**src/rtl/pc_pkg.sv**
```systemverilog
// Shared definitions for the PC fetch/update sequencer.
//   - state_e     : 3-bit FSM encoding, also visible on state_o for debug
//   - PC_W/INSTR_W: program-counter and instruction widths
//   - pc_wrap_add : PC increment that wraps at the 16-bit boundary
package pc_pkg;

  localparam int PC_W    = 16;
  localparam int INSTR_W = 16;
  localparam int TMO_W   = 8;

  localparam logic [PC_W-1:0] RESET_VEC_DEFAULT = 16'h0000;

  typedef enum logic [2:0] {
    ST_BOOT   = 3'd0,
    ST_FETCH  = 3'd1,
    ST_EXEC   = 3'd2,
    ST_UPDATE = 3'd3,
    ST_HALT   = 3'd4,
    ST_FAULT  = 3'd5
  } state_e;

  // Sum is truncated to PC_W, so 16'hFFFF + 1 lands on 16'h0000.
  function automatic logic [PC_W-1:0] pc_wrap_add(input logic [PC_W-1:0] a,
                                                  input logic [PC_W-1:0] b);
    return a + b;
  endfunction

endpackage

```
**src/rtl/pc_sequencer_if.sv**
```systemverilog
// Bus bundle between the sequencer, pc_circuit, instruction memory and the
// execute datapath.
//   master : the sequencer (drives PC strobes, fetch request, IR, status)
//   slave  : the surrounding system (drives pc, memory response, execute status)
interface pc_sequencer_if;
  import pc_pkg::*;

  logic [PC_W-1:0]    pc;
  logic               pc_ld;
  logic [PC_W-1:0]    pc_pre;
  logic               pc_rst;
  logic               imem_req;
  logic [PC_W-1:0]    imem_addr;
  logic               imem_ack;
  logic [INSTR_W-1:0] imem_rdata;
  logic [INSTR_W-1:0] ir;
  logic               ir_valid;
  logic               ex_done;
  logic               ex_redirect;
  logic [PC_W-1:0]    ex_target;
  logic               halt_req;
  logic               resume;
  logic [2:0]         state_o;
  logic               fault;

  modport master (
    input  pc, imem_ack, imem_rdata, ex_done, ex_redirect, ex_target,
           halt_req, resume,
    output pc_ld, pc_pre, pc_rst, imem_req, imem_addr, ir, ir_valid,
           state_o, fault
  );

  modport slave (
    output pc, imem_ack, imem_rdata, ex_done, ex_redirect, ex_target,
           halt_req, resume,
    input  pc_ld, pc_pre, pc_rst, imem_req, imem_addr, ir, ir_valid,
           state_o, fault
  );

endinterface

```
**src/rtl/pc_next_calc.sv**
```systemverilog
// Next-PC selection: taken branch/jump target, or sequential PC + PC_INC.
//   pc_i       : current PC
//   redirect_i : branch or jump taken
//   target_i   : redirect target
//   next_o     : selected next PC (combinational)
module pc_next_calc
  import pc_pkg::*;
#(
  parameter logic [PC_W-1:0] PC_INC = 16'd1
) (
  input  logic [PC_W-1:0] pc_i,
  input  logic            redirect_i,
  input  logic [PC_W-1:0] target_i,
  output logic [PC_W-1:0] next_o
);

  assign next_o = redirect_i ? target_i : pc_wrap_add(pc_i, PC_INC);

endmodule

```
**src/rtl/pc_sequencer.sv**
```systemverilog
// Fetch/update controller for the program counter register.
// Boots the PC to RESET_VEC, fetches each instruction into the IR, hands it
// to execute, then loads the next PC (sequential or redirected). Supports a
// halt/resume handshake and a sticky fault on fetch timeout.
//   clk, rst : clock and synchronous active-high reset
//   bus      : pc_sequencer_if master view (PC strobes, imem, execute, debug)
module pc_sequencer
  import pc_pkg::*;
#(
  parameter logic [PC_W-1:0] RESET_VEC     = RESET_VEC_DEFAULT,
  parameter logic [PC_W-1:0] PC_INC        = 16'd1,
  parameter int unsigned     FETCH_TIMEOUT = 15
) (
  input  logic           clk,
  input  logic           rst,
  pc_sequencer_if.master bus
);

  localparam logic [TMO_W-1:0] TMO_LIMIT = FETCH_TIMEOUT[TMO_W-1:0];

  state_e             state_q, state_d;
  logic [TMO_W-1:0]   tmo_q, tmo_d;
  logic [TMO_W-1:0]   tmo_inc;
  logic [INSTR_W-1:0] ir_q, ir_d;
  logic               ir_valid_q, ir_valid_d;
  logic [PC_W-1:0]    next_q, next_d;
  logic [PC_W-1:0]    next_calc;
  logic               halt_q, halt_d;
  logic               fault_q, fault_d;

  pc_next_calc #(.PC_INC(PC_INC)) u_next (
    .pc_i       (bus.pc),
    .redirect_i (bus.ex_redirect),
    .target_i   (bus.ex_target),
    .next_o     (next_calc)
  );

  assign tmo_inc = tmo_q + {{(TMO_W-1){1'b0}}, 1'b1};

  // Next-state and register-update logic for the fetch/execute sequence.
  always_comb begin
    state_d    = state_q;
    tmo_d      = tmo_q;
    ir_d       = ir_q;
    ir_valid_d = 1'b0;
    next_d     = next_q;
    halt_d     = halt_q;
    fault_d    = fault_q;
    case (state_q)
      ST_BOOT: begin
        tmo_d   = {TMO_W{1'b0}};
        state_d = ST_FETCH;
      end
      ST_FETCH: begin
        // Ack is checked first so an ack on the limit cycle still succeeds.
        if (bus.imem_ack) begin
          ir_d       = bus.imem_rdata;
          ir_valid_d = 1'b1;
          tmo_d      = {TMO_W{1'b0}};
          state_d    = ST_EXEC;
        end else if (tmo_inc == TMO_LIMIT) begin
          tmo_d   = tmo_inc;
          fault_d = 1'b1;
          state_d = ST_FAULT;
        end else begin
          tmo_d   = tmo_inc;
          state_d = ST_FETCH;
        end
      end
      ST_EXEC: begin
        if (bus.halt_req) begin
          halt_d = 1'b1;
        end else begin
          halt_d = halt_q;
        end
        if (bus.ex_done) begin
          next_d  = next_calc;
          state_d = ST_UPDATE;
        end else begin
          state_d = ST_EXEC;
        end
      end
      ST_UPDATE: begin
        if (halt_q) begin
          halt_d  = 1'b0;
          state_d = ST_HALT;
        end else begin
          state_d = ST_FETCH;
        end
      end
      ST_HALT: begin
        if (bus.resume) begin
          state_d = ST_FETCH;
        end else begin
          state_d = ST_HALT;
        end
      end
      ST_FAULT: begin
        fault_d = 1'b1;
        state_d = ST_FAULT;
      end
      default: begin
        // Unused encodings are treated as a fault rather than silently recovered.
        fault_d = 1'b1;
        state_d = ST_FAULT;
      end
    endcase
  end

  // State register and datapath registers; rst abandons any pending load.
  always_ff @(posedge clk) begin
    if (rst) begin
      state_q    <= ST_BOOT;
      tmo_q      <= {TMO_W{1'b0}};
      ir_q       <= {INSTR_W{1'b0}};
      ir_valid_q <= 1'b0;
      next_q     <= {PC_W{1'b0}};
      halt_q     <= 1'b0;
      fault_q    <= 1'b0;
    end else begin
      state_q    <= state_d;
      tmo_q      <= tmo_d;
      ir_q       <= ir_d;
      ir_valid_q <= ir_valid_d;
      next_q     <= next_d;
      halt_q     <= halt_d;
      fault_q    <= fault_d;
    end
  end

  // Strobes are masked while rst is high so pc_ld never overlaps pc_rst.
  assign bus.pc_rst    = rst;
  assign bus.pc_ld     = !rst && ((state_q == ST_BOOT) || (state_q == ST_UPDATE));
  assign bus.pc_pre    = rst                   ? {PC_W{1'b0}} :
                         (state_q == ST_BOOT)   ? RESET_VEC    :
                         (state_q == ST_UPDATE) ? next_q       : {PC_W{1'b0}};
  assign bus.imem_req  = !rst && (state_q == ST_FETCH);
  assign bus.imem_addr = bus.pc;
  assign bus.ir        = ir_q;
  assign bus.ir_valid  = ir_valid_q;
  assign bus.state_o   = state_q;
  assign bus.fault     = fault_q;

endmodule

```
**src/flat_wrapper.sv**
```systemverilog
// flat-port wrapper written by rule: the top's interface ports become plain ports
module pc_sequencer_flat import pc_pkg::*;
#(
  parameter logic [PC_W-1:0] RESET_VEC     = RESET_VEC_DEFAULT,
  parameter logic [PC_W-1:0] PC_INC        = 16'd1,
  parameter int unsigned     FETCH_TIMEOUT = 15
)
  (clk, rst, bus_pc, bus_imem_ack, bus_imem_rdata, bus_ex_done, bus_ex_redirect, bus_ex_target, bus_halt_req, bus_resume, bus_pc_ld, bus_pc_pre, bus_pc_rst, bus_imem_req, bus_imem_addr, bus_ir, bus_ir_valid, bus_state_o, bus_fault);
  pc_sequencer_if bus_i ();
  input  logic clk;
  input  logic rst;
  input wire logic [$bits(bus_i.pc)-1:0] bus_pc;
  input wire logic [$bits(bus_i.imem_ack)-1:0] bus_imem_ack;
  input wire logic [$bits(bus_i.imem_rdata)-1:0] bus_imem_rdata;
  input wire logic [$bits(bus_i.ex_done)-1:0] bus_ex_done;
  input wire logic [$bits(bus_i.ex_redirect)-1:0] bus_ex_redirect;
  input wire logic [$bits(bus_i.ex_target)-1:0] bus_ex_target;
  input wire logic [$bits(bus_i.halt_req)-1:0] bus_halt_req;
  input wire logic [$bits(bus_i.resume)-1:0] bus_resume;
  output wire logic [$bits(bus_i.pc_ld)-1:0] bus_pc_ld;
  output wire logic [$bits(bus_i.pc_pre)-1:0] bus_pc_pre;
  output wire logic [$bits(bus_i.pc_rst)-1:0] bus_pc_rst;
  output wire logic [$bits(bus_i.imem_req)-1:0] bus_imem_req;
  output wire logic [$bits(bus_i.imem_addr)-1:0] bus_imem_addr;
  output wire logic [$bits(bus_i.ir)-1:0] bus_ir;
  output wire logic [$bits(bus_i.ir_valid)-1:0] bus_ir_valid;
  output wire logic [$bits(bus_i.state_o)-1:0] bus_state_o;
  output wire logic [$bits(bus_i.fault)-1:0] bus_fault;
  assign bus_i.pc = bus_pc;
  assign bus_i.imem_ack = bus_imem_ack;
  assign bus_i.imem_rdata = bus_imem_rdata;
  assign bus_i.ex_done = bus_ex_done;
  assign bus_i.ex_redirect = bus_ex_redirect;
  assign bus_i.ex_target = bus_ex_target;
  assign bus_i.halt_req = bus_halt_req;
  assign bus_i.resume = bus_resume;
  assign bus_pc_ld = bus_i.pc_ld;
  assign bus_pc_pre = bus_i.pc_pre;
  assign bus_pc_rst = bus_i.pc_rst;
  assign bus_imem_req = bus_i.imem_req;
  assign bus_imem_addr = bus_i.imem_addr;
  assign bus_ir = bus_i.ir;
  assign bus_ir_valid = bus_i.ir_valid;
  assign bus_state_o = bus_i.state_o;
  assign bus_fault = bus_i.fault;
  pc_sequencer #(.RESET_VEC(RESET_VEC), .PC_INC(PC_INC), .FETCH_TIMEOUT(FETCH_TIMEOUT)) u_core (.clk(clk), .rst(rst), .bus(bus_i));
endmodule
```
**config.mk**
```make
export PLATFORM = sky130hd
export DESIGN_NAME = pc_sequencer_flat
export DESIGN_NICKNAME = d
export VERILOG_FILES = /design/src/rtl/pc_pkg.sv /design/src/rtl/pc_sequencer_if.sv /design/src/rtl/pc_next_calc.sv /design/src/rtl/pc_sequencer.sv /design/src/flat_wrapper.sv
export SDC_FILE = /design/constraint.sdc
export NUM_CORES = 1
export LEC_CHECK = 0
export ABC_AREA = 1
export ABC_CLOCK_PERIOD_IN_PS = 2850
export CORE_MARGIN = 10
export CORE_UTILIZATION = 46
export CTS_BUF_LIST = sky130_fd_sc_hd__clkbuf_4 sky130_fd_sc_hd__clkbuf_8 sky130_fd_sc_hd__clkbuf_16
export DETAILED_ROUTE_END_ITERATION = 6
export HOLD_SLACK_MARGIN = 0.15
export PLACE_DENSITY = 0.88
export SYNTH_ARGS = -nofsm -noshare
export SYNTH_HDL_FRONTEND = slang
export SYNTH_SLANG_ARGS = --single-unit
```
**constraint.sdc**
```tcl
create_clock -name clk -period 2.85 [get_ports clk]
set_clock_uncertainty 0.1 [all_clocks]
set_input_delay 0.57 -clock clk [delete_from_list [all_inputs] [get_ports clk]]
set_output_delay 0.57 -clock clk [all_outputs]
set_load 0.005 [all_outputs]
```
Yosys cells after proc, flatten, opt, wreduce, memory -nomap -nowiden. Cells that the tools add are included.

Register bits: 46. Bits in latches: 0. Memory bits (writable): 0. Bits in read-only memories: 0. Bits of input ports: 55. Word-level logic and storage cells: 50. Memories kept: 0.

Add/subtract/negate cells: 2. $mul: 0. Div/mod/pow operators: 0. $lt $le $gt $ge: 0. Equality and inequality tests: 8. Shift operators: 0. Mux-type cells: 18. Bitwise logic cells: 2. Reductions and logical operators: 13.

Operator list (number): 16-bit two-way mux (4); 16-bit by 1-bit adder with 16-bit output, second input constant (1); 8-bit case mux with 2 select lines (1); 3-bit case mux with 5 select lines (1); 3-bit two-way mux (4); 8-bit by 1-bit adder with 8-bit output, second input constant (1); 8-bit by 4-bit equality test with 1-bit output, second input constant (1); 8-bit two-way mux (1); 3-bit by 2-bit equality test with 1-bit output, second input constant (2); 2-bit AND reduction (3); 1-bit two-way mux (5); 2-bit != test, second input constant (2); 1-bit case mux with 2 select lines (2); 2-bit nonzero test (2); 4-bit OR reduction (1); 3-bit by 1-bit equality test with 1-bit output, second input constant (1); 3-bit equality test, second input constant (1); 3-bit zero test (1); 3-bit AND reduction (1); 1-bit logical AND (2); 2-bit by 1-bit != test with 1-bit output, second input constant (1); 1-bit inverter (2); 2-bit OR reduction (1); 1-bit zero test (1); 1-bit logical OR (1).

Logic depth before layout (Yosys ltp).
Word-level depth: 5. Mapped depth: 10. Mapped depth without buffers: 10.

Modules after synthesis. From an unflattened synthesis, not the netlist that was laid out.

Cell total of the unflattened synthesis: 435. Area, all modules: 2770.2 um^2.

By module, submodules not included: pc_sequencer (times used 1, cells each 311, area each 2183.3 um^2, seq. area each 920.9 um^2); pc_next_calc (times used 1, cells each 124, area each 586.8 um^2, seq. area each 0.0 um^2).

Worst setup path before layout. OpenSTA, ideal clock, no wires.

Kind: input-to-output. From: in rst. To: out bus_pc_pre[10]. Data arrival time: 1.144 ns. Data required time: 2.180 ns. Path slack: 1.036 ns. Stages on the path: 4. Buffers on the path: 1. Path through: inv_1 -> clkbuf_1 -> nand2_1 -> nor2_1.

Word-level cells in the longest chain between the ends: 1.

RTL lines: from (decl) (RTL line flat_wrapper.sv:11) `input logic rst;`; 16-bit two-way mux (RTL line pc_sequencer.sv:134) `assign bus.pc_pre = rst ? {PC_W{1'b0}} :`; to (decl) (RTL line flat_wrapper.sv:21) `output wire logic [$bits(bus_i.pc_pre)-1:0] bus_pc_pre;`.

No other way between the ends.

Worst setup path after layout.
From: in rst. To: out bus_pc_pre[1].

Same word-level chain as after synthesis.

==> results.txt <==
Outcome: finished, final reports clean
Maximum vdd drop: 0.0003800 V
CP required: 2180 ps
Leakage: 1.489 nW
Switching Share: 0.2708
Synth cell types: 36
Syn Nets: 464
Critical Path AT: 2010 ps
CTS buffer count: 5
Fmax: 0.3733 GHz
# Post-CTS Setup Buffers: 0
Total I/O pin count: 111
Crit Path Category: input pin to output pin
RSZ-0062 raised after global routing: no
Drt total wl: 8486 um
PortBufs: 110
Hold buffer count at CTS: 0
CTS Root Cell: clkbuf_8
Flop-to-flop setup slack: 1190 ps
Initial antenna violation count: 0
Maximum root-to-sink buffer count: 2
Routability congestion estimate: 0.9476
CP most frequent cell: clkdlybuf4s50_1
CTS tree: built
Initial Utilization: 0.4770
Startpoint types: input pin
Die Area: 9221 sq um
Logic pwr share: 0.226
WHS: 385.1 ps
Iteration-0 DRC count of the detailed router: 212
Grt total ovfl: 0
Worst hold stages: 2
Clock power frac: 0.317
P_sw: 0.4157 mW
Row cnt: 27
Slew @ Worst Pin: 378.6 ps
Util after Layout: 0.6824
Via count: 2902
GRT Total Usage: 0.1795
CTS H-tree depth: 2
Setup slack after layout: 171.0 ps
Mapped cell area: 2659 sq um
Post-DRT Antenna Nets: 0
Latest clock arrival within the worst-skew pair: 300 ps
CP Capture Type: output pin
Largest stage delay, worst path: 510 ps
Total power: 1.535 mW
Layout cell share with drive strength beyond 1: 0.05823
Final setup viols: 0
Most common cell after layout, fill and taps aside: clkdlybuf4s50_1
Post-CTS Resized: 0
Async S/R FF share, synth: 0
Fin crit share: 0.9400
Synthesized flop and latch total: 46
Register area share after synthesis: 0.3464
WL/cell: 14.89 um
DP Cell Count: 562
Clock slew seen by the registers of the worst setup and hold paths: 90 ps
Slew Viols, Final: 0
HPWL Detailed: 6548 um
Die height: 96.03 um
Worst reg2reg path startpoint: u_core.bus.state_o[1]
Max Cap Viol: 0
# clock sinks: 46
Placed inst area: 3695 sq um
Hold WC Path Type: register to register
Pwr dens: 403.6 nW/um^2
Pre-CTS WS: 159.9 ps
Relative slew slack: 0.7460
Top_reg_cell synth: dfxtp_1
Post-synth EDFFs: 0
Vias in the first global route: 2752
Largest net degree at the start of global routing: 37
Crit path max fanout: 36
Synth Instances: 406
Via density: 5.091
Final instance area: 3804 sq um
Residual DRC: 0
Synth warn: 0
Seq pwr share: 0.457
Final hold violations: 0
Reg2Reg Depth: 4
Non-filler cells, final: 570
Final Critical Period: 2679 ps
Hold_sp: u_core.halt_q
CP max stage cell: clkdlybuf4s50_1
Critical-path cell list: clkdlybuf4s50_1 > inv_1 > buf_12 > nand2_1 > nor2_1 > clkdlybuf4s50_1
Diodes inserted: 0
Final Net Count: 555
Final TNS setup: 0 ps
First-pass GRT wire length: 13470 um
Synthesis-to-finish area growth: 43.06%
Drt pass-1 iters: 5
Core ar.: 5574 sq um
Most frequent cells in the layout: 110 x clkdlybuf4s50_1, 83 x nand2_1, 74 x nor2_1, 46 x dfxtp_1, 38 x o21ai_0
P_int: 1.120 mW
Sink of the worst hold path: u_core.halt_q
RR Endpoint: u_core.next_q[11]
Post-Syn Area per Cell: 6.549 sq um
Chip width: 96.03 um
Fillers: 497
## cells in the mapped netlist (2+ instances only)
cell / count / area (sq um)
buf_2: 5 / 25.02
nor2_4: 2 / 22.52
o21bai_1: 2 / 15.01
buf_4: 19 / 142.6
nand2_1: 83 / 311.6
inv_1: 30 / 112.6
nand3_1: 27 / 135.1
clkbuf_1: 5 / 18.77
nor2_2: 3 / 18.77
nor2_1: 74 / 277.8
a21oi_1: 34 / 170.2
inv_2: 3 / 11.26
nand4_1: 5 / 31.28
o21ai_0: 38 / 190.2
ha_1: 3 / 37.54
xor2_1: 2 / 17.52
nor3_1: 2 / 10.01
o21ai_1: 5 / 25.02
dfxtp_1: 46 / 920.9
buf_6: 2 / 22.52
## how the worst max path moves through the flow
stage               from             end  cells after the start
floorplan            rst  bus_pc_pre[10]                      4
finish               rst   bus_pc_pre[1]                      6
global route         rst  bus_pc_pre[15]                      6
global placement     rst  bus_pc_pre[14]                      6
CTS                  rst  bus_pc_pre[11]                      6
detailed placement   rst  bus_pc_pre[11]                      6
## critical path: cells and delay by family
family        cells  cell delay, ps
buf+inv           4            1230
simple gates      2             190
## area by class of cell
class	count	area [sq um]	share of cell area
multi-input combinational	293	1391	0.3658
sequential	46	920.9	0.2421
clock buffer	5	68.82	0.01809
clock inverter	3	40.04	0.01053
tap	72	90.09	0.02368
inverter	35	133.9	0.03520
timing repair buffer	116	1159	0.3046
## power by group through the flow
stage	registers (mW)	clock network (mW)	logic (mW)
detailed placement	0.716	0	0.347
CTS	0.701	0.495	0.349
floorplan	0.712	0	0.162
global route	0.706	0.513	0.379
global placement	0.714	0	0.340
finish	0.701	0.487	0.347
## kinds of logic after synthesis
| logic type | synth area share |
|---|---|
| AO/OA/AOI/OAI | 0.1619 |
| XOR/XNOR | 0.009884 |
| adder cells (fa/ha/maj) | 0.01412 |
| buffers and inverters | 0.1304 |
| AND/OR/NAND/NOR | 0.3374 |
| flip-flops | 0.3464 |
## layer usage
layer,vias up,track usage,wire [um]
li1,1486,-,-
met1,1294,0.2169,3354
met2,114,0.3083,4381
met3,8,0.05058,675
met4,0,0.03931,75
met5,-,0,0
## sequential cells by signal (all words and copies together), names as in the netlist
| signal | count |
|---|---|
| u_core.halt_q | 1 |
| u_core.tmo_q | 8 |
| u_core.next_q | 16 |
| u_core.bus.state_o | 3 |
| u_core.bus.ir | 16 |
| u_core.bus.ir_valid | 1 |
| u_core.bus.fault | 1 |
Power figures use the tool's default switching activity.
==> RTL change 1: new RTL, same flow settings <==
Change the package constant `PC_W` from 16 to 32. Comments in the files are not updated.
--- a/src/rtl/pc_pkg.sv
+++ b/src/rtl/pc_pkg.sv
@@ -4,7 +4,7 @@
 //   - pc_wrap_add : PC increment that wraps at the 16-bit boundary
 package pc_pkg;
 
-  localparam int PC_W    = 16;
+  localparam int PC_W    = 32;
   localparam int INSTR_W = 16;
   localparam int TMO_W   = 8;
 
Ports: changed (resized bus_ex_target, bus_imem_addr, bus_pc and bus_pc_pre); port bits go from 111 to 175. The function was not compared with the original's and may differ.
==> RTL change 1 against the unedited design <==
Via count increased by 66%; total power increased by 53%; worst setup slack got worse by 0.054 ns; sequential cell count increased by 16; maximum frequency decreased by 2.0%; synthesized area increased by 54%; wire length increased by 81%; final area increased by 57%; critical path type unchanged; critical endpoint is now bus_pc_pre[21]; largest power group unchanged.
==> RTL change 1: results (changes against the unedited design) <==
[grt]
grt_max_degree = 51  ; +38%
grt_pass1_wl_um = 24400  ; +81%
track_usage = 0.226  ; +0.0468

[finish]
nNetsFinal = 878  ; +58%
drive_gt1_frac = 0.0668  ; +0.00860
nFillCells = 755  ; +52%

[place]
gp_congestion = 0.967  ; +2.0%
dp.cells = 882  ; +57%
pre_cts_slack_ns = 0.0976  ; -0.0623 ns
portBuffers = 174  ; +58%

[hold_path]
hp-start = u_core.next_q[30]$_SDFFE_PP0P_
min_to = u_core.next_q[30]$_SDFFE_PP0P_

[outcome]
status = finished clean

[yosys]
synth_cells = 654  ; +61%
yosys.area_share.adder = 0.00920  ; -0.00492
synth_compound_area_frac = 0.157  ; -0.00462
syn_nets = 744  ; +60%

[route]
viasPerCell = 5.34  ; +4.9%
via_count = 4810  ; +66%
drt-initial-drc-count = 353  ; +67%
post_drt_wl_per_cell_um = 17.1  ; +15%

[clock_tree]
insertion_delay_ns = 0.35  ; +0.05 ns
path_clk_slew_ns = 0.07  ; -0.02 ns
numCtsBuffers = 9  ; +4

[critical_path]
regToRegEndpoint = u_core.bus.ir[5]$_SDFFE_PP0P_
rr_startpoint = u_core.bus.state_o[0]$_SDFF_PP0_
critPathMaxStageDelay_ns = 0.53  ; +0.02 ns
reg2reg_depth = 7  ; +3
cp_max_fo = 16  ; -56%

-- RTL change 1: cell count changes in the layout (fill, tap and decap cells not counted), moves of 4 or more --
cell	delta
nor2_1	+51
nand2_1	+71
xor2_1	+9
inv_1	+4
nand3b_1	+5
nand4_1	+6
dfxtp_1	+16
clkdlybuf4s50_1	+64
a21oi_1	+16
inv_2	+4
clkbuf_8	+4
o21ai_0	+19
-- RTL change 1: tightest hold or removal path: stages, from the launching register on --
cell	delay, ns
dfxtp_1	0.30
nand2_1	0.08
o21ai_1	0.07
-- RTL change 1: kinds of logic (layout without fill, tap and decap cells) --
logic type      after synthesis  in the layout
compound gates              123            123
xor+xnor                     15             15
fa+ha+maj                     3              3
buf+inv                     104            243
flops                        62             62
simple gates                347            347
-- RTL change 1: what timing repair did --
item	4_1_cts	5_1_grt
endpoints found under the setup margin	0	5
gates resized for setup	0	1
buffers inserted	0	1
-- RTL change 1: worst max path at each step --
stage,start,endpoint,slack [ns],cells past startpoint
6_report,rst,bus_pc_pre[21],0.12,6
5_1_grt,rst,bus_pc_pre[5],0.003,6
4_1_cts,rst,bus_pc_pre[13],0.09,6
2_1_floorplan,rst,bus_pc_pre[10],0.73,6
3_3_place_gp,rst,bus_pc_pre[15],0.14,6
3_5_place_dp,rst,bus_pc_pre[13],0.1,6
-- RTL change 1: cell type report --
class | count | area, µm² | area share
repair buffers | 185 | 1900 | 0.318
inverters | 42 | 160 | 0.0269
clock buffers | 10 | 131 | 0.0221
clock inverters | 6 | 86.3 | 0.0145
flip-flops and latches | 62 | 1240 | 0.208
multi-input cells | 488 | 2310 | 0.387
well taps | 108 | 135 | 0.0227
-- RTL change 1: metrics by stage --
step | area (µm²) | hold WS (ns)
after floorplan | 4080 | 0.345
after global placement | 5680 | 0.356
after detailed placement | 5680 | 0.378
after CTS | 5900 | 0.388
after global routing | 5960 | 0.417
final | 5960 | 0.389
-- RTL change 1: layer usage --
layer / vias up / share of wire / track usage
met1: 2210 / 0.40 / 0.269
met3: 22 / 0.098 / 0.0702
met4: 0 / 0.014 / 0.0668
met5: - / 0 / 0
met2: 224 / 0.49 / 0.381
li1: 2354 / - / -
-- RTL change 1: report_power, final --
group          internal, µW  switching, µW
combinational           271            252
clock                   501            382
sequential              910           28.0
total                  1680            662
==> RTL change 2: new RTL, same flow settings <==
Made on the original files. Reset style: asynchronous (`rst`), changed in one clocked block. Comments in the files are not updated.
--- a/src/rtl/pc_sequencer.sv
+++ b/src/rtl/pc_sequencer.sv
@@ -108,7 +108,7 @@
   end
 
   // State register and datapath registers; rst abandons any pending load.
-  always_ff @(posedge clk) begin
+  always_ff @(posedge clk or posedge rst) begin
     if (rst) begin
       state_q    <= ST_BOOT;
       tmo_q      <= {TMO_W{1'b0}};
Formal check against the unedited RTL: differs if rst is asserted again (counterexample within 4 cycles, from zero or initial values and one cycle with rst high); with rst held inactive, the same outputs for 10 cycles.
==> RTL change 2 against the unedited design <==
Cell count decreased by 4.0%; clock power decreased by 0.8%; total power decreased by 11%; worst setup slack improved by 0.017 ns; wire length decreased by 5.3%; synthesized cell count decreased by 6.9%; die area increased by 3.5%; non-clock buffer count decreased by 4; synthesized area increased by 4.5%; register-to-register slack got worse by 0.08 ns; final area increased by 2.8%; count of clock-buffer cells in the layout unchanged; sequential cell count unchanged; critical path type is now flop to primary output.
==> RTL change 2: results (changes against the unedited design) <==
[critical_path]
reg2reg_depth = 8  ; +4
cp.arrival_ns = 1.99  ; -0.02 ns

[outcome]
status = finished clean

[yosys]
synthArstFlopShare = 1.00  ; +1.00
yosysUniqueCellTypes = 32  ; -11%
synth_common_cells = nand2_1, inv_1, dfrtp_1
seq_area_frac_synth = 0.414  ; +0.0681
syn_nets = 436  ; -6.0%
synthFlopType = dfrtp_1
synth_cells = 378  ; -6.9%

[place]
dp.cells = 539  ; -4.1%
dp_hpwl_um = 6410  ; -2.1%
gp_congestion = 0.938  ; -1.0%
pre_cts_slack_ns = 0.109  ; -0.0513 ns

[clock_tree]
insertion_delay_ns = 0.30  ; about the same

[grt]
grt_pass1_wl_um = 13300  ; -1.6%
track_usage = 0.164  ; -0.0159
grt_max_degree = 47  ; +27%

[finish]
nNetsFinal = 529  ; -4.7%
drive_gt1_frac = 0.0614  ; +0.00321
final_cell_count_no_fill = 547  ; -4.0%

[pwr]
switching_share = 0.232  ; -0.0388
peakVddDrop_mv = 0.223  ; -41%
leakage_uw = 0.00194  ; +30%

[route]
route.detailed.drc = 0  ; unchanged
post_drt_wl_per_cell_um = 14.7  ; -1.3%
viasPerCell = 4.94  ; -2.9%
drt-initial-drc-count = 95  ; -55%

[sta]
slew_headroom = 0.558  ; -0.188

## RTL change 2: changes by cell type in the layout (fill, tap and decap cells not counted), sizes merged, moves of 16 or more
| cell | change |
|---|---|
| dfrtp | +46 |
| dfxtp | -46 |
| a21oi | -30 |
| nor2 | -29 |
| nand2 | +27 |
| inv | +17 |
| o21ai | -16 |
## RTL change 2: routing by layer
metal	share of wire	vias to the layer above	routed length, µm	global-route usage
met5	0	-	0	0
met4	0.0097	0	78	0.0436
met3	0.092	7	741	0.0541
met2	0.47	119	3800	0.271
met1	0.43	1220	3420	0.198
li1	-	1357	-	-
## RTL change 2: what timing repair did
action | in CTS | in global routing
buffers inserted | 0 | 0
setup endpoints to repair | 0 | 17
gates resized for setup | 0 | 2
## RTL change 2: worst reg2reg max path, delay by kind of cell, from the launching register on
family / cells / cell delay, ns
buf+inv: 2 / 0.24
flops: 1 / 0.48
simple gates: 6 / 0.83
## RTL change 2: worst paths after layout
check	from	slack (ns)	end
min in group asynchronous	rst	0.78	u_core.bus.state_o[1]$_DFF_PP0_
max in group asynchronous	rst	1.48	u_core.bus.ir[4]$_DFFE_PP0P_
worst max register to register	u_core.bus.state_o[2]$_DFF_PP0_	1.11	u_core.bus.fault$_DFFE_PP0P_
worst max-delay path	u_core.bus.state_o[2]$_DFF_PP0_	0.19	bus_pc_pre[15]
worst min register to register	u_core.bus.ir[0]$_DFFE_PP0P_	0.37	u_core.bus.ir[0]$_DFFE_PP0P_
worst min-delay path	u_core.bus.ir[0]$_DFFE_PP0P_	0.37	u_core.bus.ir[0]$_DFFE_PP0P_
## RTL change 2: logic make-up (layout without fill, tap and decap cells)
group | Yosys count | after routing | synth area share
simple gates | 202 | 202 | 0.324
buf+inv | 77 | 171 | 0.140
flops | 46 | 46 | 0.414
compound gates | 45 | 45 | 0.0919
xor+xnor | 5 | 5 | 0.0158
fa+ha+maj | 3 | 3 | 0.0135
## RTL change 2: per-stage QoR
step / instance area, µm² / hold slack (ns) / util
floorplan: 2780 / 0.357 / -
global placement: 3790 / 0.345 / 0.644
detailed placement: 3790 / 0.355 / 0.644
CTS: 3900 / 0.377 / 0.662
global route: 3910 / 0.393 / 0.664
finish: 3910 / 0.372 / 0.664
## RTL change 2: power by group through the flow
stage,sequential (µW),combinational [µW],clock (µW)
global route,671,231,517
finish,669,209,483
CTS,670,213,492
detailed placement,683,211,0
floorplan,684,74.8,0
global placement,682,209,0
## RTL change 2: layout make-up
class                           instances  area (µm²)
Fill cell                             513        1980
Tap cell                               75        93.8
Clock buffer                            5        68.8
Timing Repair Buffer                  112        1120
Clock inverter                          3        40.0
Inverter                               51         191
Multi-Input combinational cell        255        1250
Sequential cell                        46        1150
